File: config.mk
export PLATFORM = sky130hd
export DESIGN_NAME = ring_ni
export DESIGN_NICKNAME = d
export VERILOG_FILES = /design/src/rtl/ring_ni.sv
export SDC_FILE = /design/constraint.sdc
export NUM_CORES = 1
export LEC_CHECK = 0
export BUFFER_PORTS_ARGS = -buffer_cell sky130_fd_sc_hd__buf_2
export CAP_MARGIN = 10
export CORE_ASPECT_RATIO = 1.4
export CORE_MARGIN = 2
export CORE_UTILIZATION = 56
export CTS_CLUSTER_DIAMETER = 200
export CTS_CLUSTER_SIZE = 10
export DETAILED_ROUTE_END_ITERATION = 8
export GPL_ROUTABILITY_DRIVEN = 0
export PLACE_DENSITY = 0.79
export SYNTH_ARGS = -nofsm -noshare
export SYNTH_HDL_FRONTEND = slang
export SYNTH_SLANG_ARGS = --single-unit
File: constraint.sdc
create_clock -name clk -period 2.5 [get_ports clk]
set_input_delay 0.5 -clock clk [delete_from_list [all_inputs] [get_ports clk]]
set_output_delay 0.5 -clock clk [all_outputs]
set_load 0.03 [all_outputs]
File: src/rtl/ring_ni.sv
// ring_ni: ring NoC network interface; packetises host words into 3 flits and reassembles ejected flits into a receive FIFO.
module ring_ni #(
  parameter int DATAWID = 8,
  parameter int NODE_ID = 0,
  parameter int NUM_NODES = 12,
  parameter int FIFO_DEPTH = 4
) (
  input  logic               clk,
  input  logic               rst,
  input  logic               tx_valid,
  output logic               tx_ready,
  input  logic [3:0]         tx_dest,
  input  logic [11:0]        tx_data,
  input  logic               net_stall,
  output logic [DATAWID-1:0] local_in,
  output logic               net_write,
  input  logic [DATAWID-1:0] local_out,
  output logic               rx_valid,
  input  logic               rx_ready,
  output logic [11:0]        rx_data,
  output logic [7:0]         drop_cnt,
  output logic [7:0]         err_cnt
);
  localparam int AW = $clog2(FIFO_DEPTH);
  if (DATAWID != 8 || NUM_NODES > 16 || NODE_ID >= NUM_NODES || (1 << AW) != FIFO_DEPTH)
    $error("ring_ni: unsupported parameters");
  typedef enum logic [1:0] {IDLE, HEAD, BODY0, BODY1} tx_t;
  typedef enum logic [1:0] {WAIT_HEAD, WAIT_B0, WAIT_B1} rx_t;
  tx_t tx_state, tx_next;
  rx_t rx_state, rx_next;
  logic [3:0] dest_q, dest_n;
  logic [11:0] data_q, data_n;
  logic [7:0] flit_next;
  logic accept;
  assign tx_ready = !rst && (tx_state == IDLE || (tx_state == BODY1 && !net_stall));
  assign accept = tx_valid && tx_ready;
  assign net_write = local_in[7];
  always_ff @(posedge clk) begin
    if (rst) begin
      tx_state <= IDLE;
      local_in <= '0;
    end else begin
      tx_state <= tx_next;
      local_in <= flit_next;
    end
    if (accept) begin
      dest_q <= tx_dest;
      data_q <= tx_data;
    end
  end
  always_comb begin
    tx_next = tx_state;
    unique case (tx_state)
      IDLE:    tx_next = accept ? HEAD : IDLE;
      HEAD:    tx_next = net_stall ? HEAD : BODY0;
      BODY0:   tx_next = net_stall ? BODY0 : BODY1;
      default: tx_next = net_stall ? BODY1 : (accept ? HEAD : IDLE);
    endcase
  end
  // local_in is registered, so it is built from the state and payload being entered
  always_comb begin
    dest_n = accept ? tx_dest : dest_q;
    data_n = accept ? tx_data : data_q;
    flit_next = tx_next == HEAD  ? {2'b11, dest_n, 2'b00} :
                tx_next == BODY0 ? {2'b10, data_n[11:6]} :
                tx_next == BODY1 ? {2'b10, data_n[5:0]} : 8'h00;
  end
  logic fv, fh, dest_hit, err_ev, push, pop, full, wr_en, drop;
  logic [5:0] upper;
  logic [AW:0] wr_ptr, rd_ptr;
  logic [11:0] mem [FIFO_DEPTH];
  assign fv = local_out[7];
  assign fh = local_out[6];
  assign dest_hit = local_out[5:2] == 4'(NODE_ID);
  always_ff @(posedge clk) begin
    if (rst) rx_state <= WAIT_HEAD;
    else rx_state <= rx_next;
    if (fv && !fh && rx_state == WAIT_B0) upper <= local_out[5:0];
  end
  always_comb begin
    rx_next = !fv ? rx_state :
              fh ? (dest_hit ? WAIT_B0 : WAIT_HEAD) :
              rx_state == WAIT_B0 ? WAIT_B1 : WAIT_HEAD;
  end
  // a head arriving mid-packet and failing the dest check still counts once
  always_comb begin
    err_ev = fv && (fh ? (rx_state != WAIT_HEAD || !dest_hit) : rx_state == WAIT_HEAD);
    push = fv && !fh && rx_state == WAIT_B1;
  end
  assign rx_valid = wr_ptr != rd_ptr;
  assign rx_data = rx_valid ? mem[rd_ptr[AW-1:0]] : '0;
  assign full = wr_ptr[AW] != rd_ptr[AW] && wr_ptr[AW-1:0] == rd_ptr[AW-1:0];
  assign pop = rx_valid && rx_ready;
  assign wr_en = push && (!full || pop);
  assign drop = push && full && !pop;
  always_ff @(posedge clk) begin
    if (rst) begin
      wr_ptr <= '0;
      rd_ptr <= '0;
      drop_cnt <= '0;
      err_cnt <= '0;
    end else begin
      if (wr_en) wr_ptr <= wr_ptr + 1'b1;
      if (pop) rd_ptr <= rd_ptr + 1'b1;
      if (drop && drop_cnt != 8'hFF) drop_cnt <= drop_cnt + 1'b1;
      if (err_ev && err_cnt != 8'hFF) err_cnt <= err_cnt + 1'b1;
    end
  end
  always_ff @(posedge clk)
    if (wr_en) mem[wr_ptr[AW-1:0]] <= {upper, local_out[5:0]};
endmodule

## Yosys cells after proc, flatten, opt, wreduce, memory -nomap -nowiden

Memories as Yosys holds them, arrays and structs flattened. A register that Yosys moved wholly into a read port is not among the register bits.
Index checks and enable logic that the tools add are counted.

- Add/subtract/negate cells: 4
- Multiply operators: 0
- Div/mod/pow operators: 0
- Order comparisons: 0
- Eq/ne operators: 13
- Shifts and indexed selects: 0
- Multiplexer cells: 19
- Bitwise operators: 0
- Reduce and logical (&&, ||, !) cells: 28

Operators by type and width:

| operator | number |
|---|---|
| 12-bit 2-to-1 mux | 2 |
| 8-bit 2-to-1 mux | 3 |
| 8-bit by 1-bit adder with 8-bit output, second input constant | 2 |
| 8-bit inequality test, second input constant | 2 |
| 1-bit logical AND | 14 |
| 2-bit 2-to-1 mux | 6 |
| 2-bit == test, second input constant | 5 |
| 3-bit by 1-bit adder with 3-bit output, second input constant | 2 |
| 2-bit by 1-bit == test with 1-bit output, second input constant | 3 |
| 1-bit zero test | 6 |
| 1-bit 2-to-1 mux | 6 |
| 2-bit case mux with 3 select lines | 1 |
| 2-bit zero test | 2 |
| 4-bit zero test | 1 |
| 4-bit 2-to-1 mux | 1 |
| 1-bit logical OR | 3 |
| 3-bit inequality test | 1 |
| 2-bit == test | 1 |
| 2-bit nonzero test | 1 |
| 2-bit OR reduction | 1 |
| 1-bit inequality test | 1 |

- Bits in registers: 56
- Bits in latches: 0
- Memory bits (writable): 48
- Bits in read-only memories: 0
- Input port bits: 29
- Output and inout bits: 39
- Logic and storage cells: 76
- Memories: 1

Memories:

| memory | words | bits a word | rd ports | clocked after Yosys merged registers in | wr ports | line | source |
|---|---|---|---|---|---|---|---|
| mem | 4 | 12 | 1 | 1 | 1 | 71 | `logic [11:0] mem [FIFO_DEPTH];` |

## Depth between registers and ports, before layout

- Depth after elaboration: 12
- Mapped depth: 6
- Depth with buffers taken out: 5

## Worst setup path after synthesis

OpenSTA, ideal clock, no wires.

- Path kind: register to register
- From: register tx_state[1]
- To: register local_in[3]
- Data arrival time: 1.874 ns
- Slack: 0.504 ns
- Cell stages (with the launch flop): 7
- Period minus slack after synthesis: 1.996 ns
- Cells stage by stage: dfxtp_1 -> buf_2 -> or2_2 -> a21oi_2 -> buf_4 -> mux2_2 -> a221o_1

RTL lines:

| element | line | source |
|---|---|---|
| start: declaration | 29 | `tx_t tx_state, tx_next;` |
| start signal: assignment | 43 | `tx_state <= tx_next;` |
| 2-bit == test | 35 | `assign tx_ready = !rst && (tx_state == IDLE \|\| (tx_state == BODY1 && !net_stall));` |
| 1-bit logical AND | 35 |  |
| 1-bit logical OR (*) | 35 |  |
| 1-bit logical AND (*) | 35 |  |
| 1-bit logical AND (*) | 36 | `assign accept = tx_valid && tx_ready;` |
| 4-bit 2-to-1 mux (*) | 62 | `dest_n = accept ? tx_dest : dest_q;` |
| via dest_n[1] | 31 | `logic [3:0] dest_q, dest_n;` |
| 8-bit 2-to-1 mux (*) | 64 | `flit_next = tx_next == HEAD ? {2'b11, dest_n, 2'b00} :` |
| end signal: assignment | 44 | `local_in <= flit_next;` |
| end: declaration | 15 | `output logic [DATAWID-1:0] local_in,` |

The timed path passes the listed nets; every way through them passes the cells marked *.
A chain may end at the register's enable or synchronous reset.

==> results.json <==
{
  "postRouteWirelength_um": 7660,
  "first_iter_violations": 139,
  "layout.cell_area.non_filler_um2": 4940,
  "postCtsSetupBuffers": 0,
  "routed-via-count": 2744,
  "grt_setup_unrepaired": "no",
  "worst_skew_pair.late_latency_ps": 370,
  "top_level_ports": 68,
  "power.density_cell_area_nw_per_um2": 658,
  "layout_common_cells": "sky130_fd_sc_hd__buf_2, sky130_fd_sc_hd__edfxtp_1, sky130_fd_sc_hd__dfxtp_1",
  "fmax_mhz": 425,
  "cts_max_path_buffers": 2,
  "cts.htree.levels": 3,
  "cts_resized": 0,
  "crit_fanout": 12,
  "yosys_register_bits": 106,
  "setup_tns_ps": 0,
  "worstSetupPathType": "flop to output port",
  "synth.yosys.warnings": 0,
  "clk_root_buffer_cell": "sky130_fd_sc_hd__clkbuf_8",
  "ant_nets": 0,
  "numPortBuffers": 67,
  "post_drt_via_cell_ratio": 5.61,
  "first_global_vias": 2641,
  "skew_ps": 11.4,
  "power.internal_mw": 2.51,
  "hold_class": "input pin to flop",
  "seq_area_frac_synth": 0.623,
  "critPathLaunchType": "flop",
  "routed.top_layer": "met4",
  "place.detailed.hpwl_um": 5310,
  "report.final.hold_viol_count": 0,
  "synth_enable_flop_cells": 54,
  "drive_gt1_frac": 0.332,
  "critPathRequiredTime_ps": 2000,
  "post-route-drc-count": 0,
  "grt_overflow": 0,
  "period_minus_slack_ps": 2350,
  "fin_total_pwr_mw": 3.25,
  "core_area_um2": 7360,
  "synth.distinct_cells": 45,
  "cp-end-kind": "output port",
  "synthCells": 310,
  "worst_pin_slew_ps": 583,
  "syn-cell-area_um2": 4270,
  "initial_core_utilization": 0.580,
  "initial_antenna_violation_count": 0,
  "sinks_on_the_clock_net": 106,
  "max_stage_delay_ps": 560,
  "setup_viol": 0,
  "clock_power_share": 0.317,
  "post_route_worst_hold_slack_ps": 354,
  "core.rowCount": 37,
  "met3_wirelength_um": 334,
  "nets": 423,
  "finalWorstSetupSlack_ps": 146,
  "cell_with_the_largest_stage_delay_on_the_worst_path": "sky130_fd_sc_hd__mux4_2",
  "final_max_slew_viol_count": 0,
  "areaGrowthSynthToFinish_pct": 15.8,
  "grt_start_max_net_pins": 33,
  "cts_tree": "built",
  "die_w_um": 77.8,
  "syn_area_per_cell_um2": 13.8,
  "gr-usage-all-layers": 0.192,
  "synth_ff_type": "sky130_fd_sc_hd__edfxtp_1",
  "clkSlewWorstSetupHoldPaths_ps": 90,
  "share_comb_of_total_power": 0.085,
  "p_leak_nw": 1.88,
  "arrival_ps": 1850,
  "chip_height_um": 107,
  "grt_pass1_wl_um": 12300,
  "max_cap_viol_count": 0,
  "switching_share": 0.230,
  "run_status": "completed",
  "cts-hold-fix-buffers": 0,
  "place_ws_ps": 444,
  "pwr-share-seq": 0.598,
  "mappedNetlistNets": 346,
  "placed_cell_area_um2": 4750,
  "layout.cells.most_common": "sky130_fd_sc_hd__buf_2",
  "detail_route.wirelength.met1_um": 3010,
  "post_drt_wl_per_cell_um": 15.7,
  "min_period_over_period": 0.942,
  "timing.max_slew.rel_slack": 0.611,
  "met2_length_um": 4200,
  "drt-pass1-iter-count": 4,
  "power.net_switching_uw": 747,
  "max-vdd-ir-drop_mv": 0.468,
  "n_antenna_cell": 0,
  "cell_by_cell_listing_of_the_critical_path": "buf_4, mux4_2, nor2b_1, buf_2",
  "asyncSetResetFlopFracSynth": 0,
  "cts_made_buffers": 9,
  "die-area_um2": 8350
}
-- critical path, delay by kind of cell (launching register included) --
family / cells / cell delay, ps
flops: 1 / 340
mux: 1 / 560
buf+inv: 2 / 430
simple gates: 1 / 150
-- cell type report --
cell class | instances | area [um2]
clock inverters | 6 | 65.1
multi-input cells | 185 | 1520
inverters | 7 | 26.3
repair buffers | 78 | 418
flip-flops and latches | 106 | 2660
clock buffers | 10 | 128
well taps | 97 | 121
fillers | 538 | 2420
-- cell usage after synthesis, types with 3 or more instances --
cell type | number | area share
sky130_fd_sc_hd__edfxtp_1 | 54 | 0.38
sky130_fd_sc_hd__dfxtp_1 | 52 | 0.24
sky130_fd_sc_hd__mux2_2 | 17 | 0.045
sky130_fd_sc_hd__a21oi_1 | 16 | 0.019
sky130_fd_sc_hd__nor2b_1 | 14 | 0.021
sky130_fd_sc_hd__nor2_1 | 13 | 0.011
sky130_fd_sc_hd__mux4_2 | 12 | 0.063
sky130_fd_sc_hd__nand2_1 | 9 | 0.0079
sky130_fd_sc_hd__and2_1 | 8 | 0.012
sky130_fd_sc_hd__o31ai_1 | 8 | 0.014
sky130_fd_sc_hd__ha_1 | 7 | 0.021
sky130_fd_sc_hd__inv_1 | 7 | 0.0062
sky130_fd_sc_hd__or4_1 | 7 | 0.012
sky130_fd_sc_hd__nand3_1 | 6 | 0.0070
sky130_fd_sc_hd__o21ai_0 | 6 | 0.0070
sky130_fd_sc_hd__buf_2 | 5 | 0.0059
sky130_fd_sc_hd__clkbuf_1 | 5 | 0.0044
sky130_fd_sc_hd__or3_1 | 5 | 0.0073
sky130_fd_sc_hd__xnor2_1 | 5 | 0.010
sky130_fd_sc_hd__xor2_1 | 5 | 0.010
sky130_fd_sc_hd__a221o_1 | 4 | 0.0094
sky130_fd_sc_hd__nand4_1 | 4 | 0.0059
sky130_fd_sc_hd__or2_2 | 4 | 0.0059
sky130_fd_sc_hd__and3_1 | 3 | 0.0044
sky130_fd_sc_hd__mux2i_1 | 3 | 0.0070
sky130_fd_sc_hd__o21bai_1 | 3 | 0.0053
sky130_fd_sc_hd__o311ai_0 | 3 | 0.0062
-- cell families (layout without fill, tap and decap cells) --
kind of cell | Yosys count | after routing | share of synthesized area
muxes | 32 | 32 | 0.115
adders and majority gates | 7 | 7 | 0.0205
buffers and inverters | 19 | 101 | 0.0199
and+or+nand+nor | 86 | 86 | 0.118
xor gates and xnor gates | 10 | 10 | 0.0205
DFF | 106 | 106 | 0.623
AOI/OAI and AO/OA | 50 | 50 | 0.0823
-- final timing paths --
path                                        startpoint                  endpoint  slack, ps  depth (start not counted)
worst max-delay path                              flop               rx_data[10]        150                          4
worst min-delay path                        tx_data[4]         data_q[4]$_DFF_P_        350                          2
worst max register to register  wr_ptr[0]$_SDFFE_PP0P_  drop_cnt[6]$_SDFFE_PP0P_        490                          4
worst min register to register       data_q[1]$_DFF_P_         data_q[1]$_DFF_P_        480                          1
-- per-layer routing --
| metal | up-vias | GRT usage |
|---|---|---|
| met4 | 0 | 0.0791 |
| li1 | 1333 | - |
| met5 | - | 0 |
| met3 | 13 | 0.0386 |
| met1 | 1333 | 0.221 |
| met2 | 65 | 0.347 |
-- per-stage QoR --
step | utilization | instances
floorplan | - | 310
global placement | 0.645 | 473
detailed placement | 0.645 | 473
CTS | 0.672 | 489
global route | 0.672 | 489
finish | 0.672 | 489
-- state kept, by name (all words and copies together) (netlist names), named ones only --
register and flops:
mem 48, err_cnt 8, rx_state 2, dest_q 4
drop_cnt 8, data_q 12, wr_ptr 3, local_in 8
upper 6, tx_state 2, rd_ptr 3
-- power by group through the flow --
stage	clock network (mW)	registers [mW]	logic (mW)
after floorplan	0	2.01	0.163
after global placement	0	1.98	0.269
after detailed placement	0	1.99	0.278
after CTS	1.05	1.95	0.279
after global routing	1.12	1.96	0.302
final	1.03	1.94	0.277
Note: power is estimated with default switching activity, not from simulation.
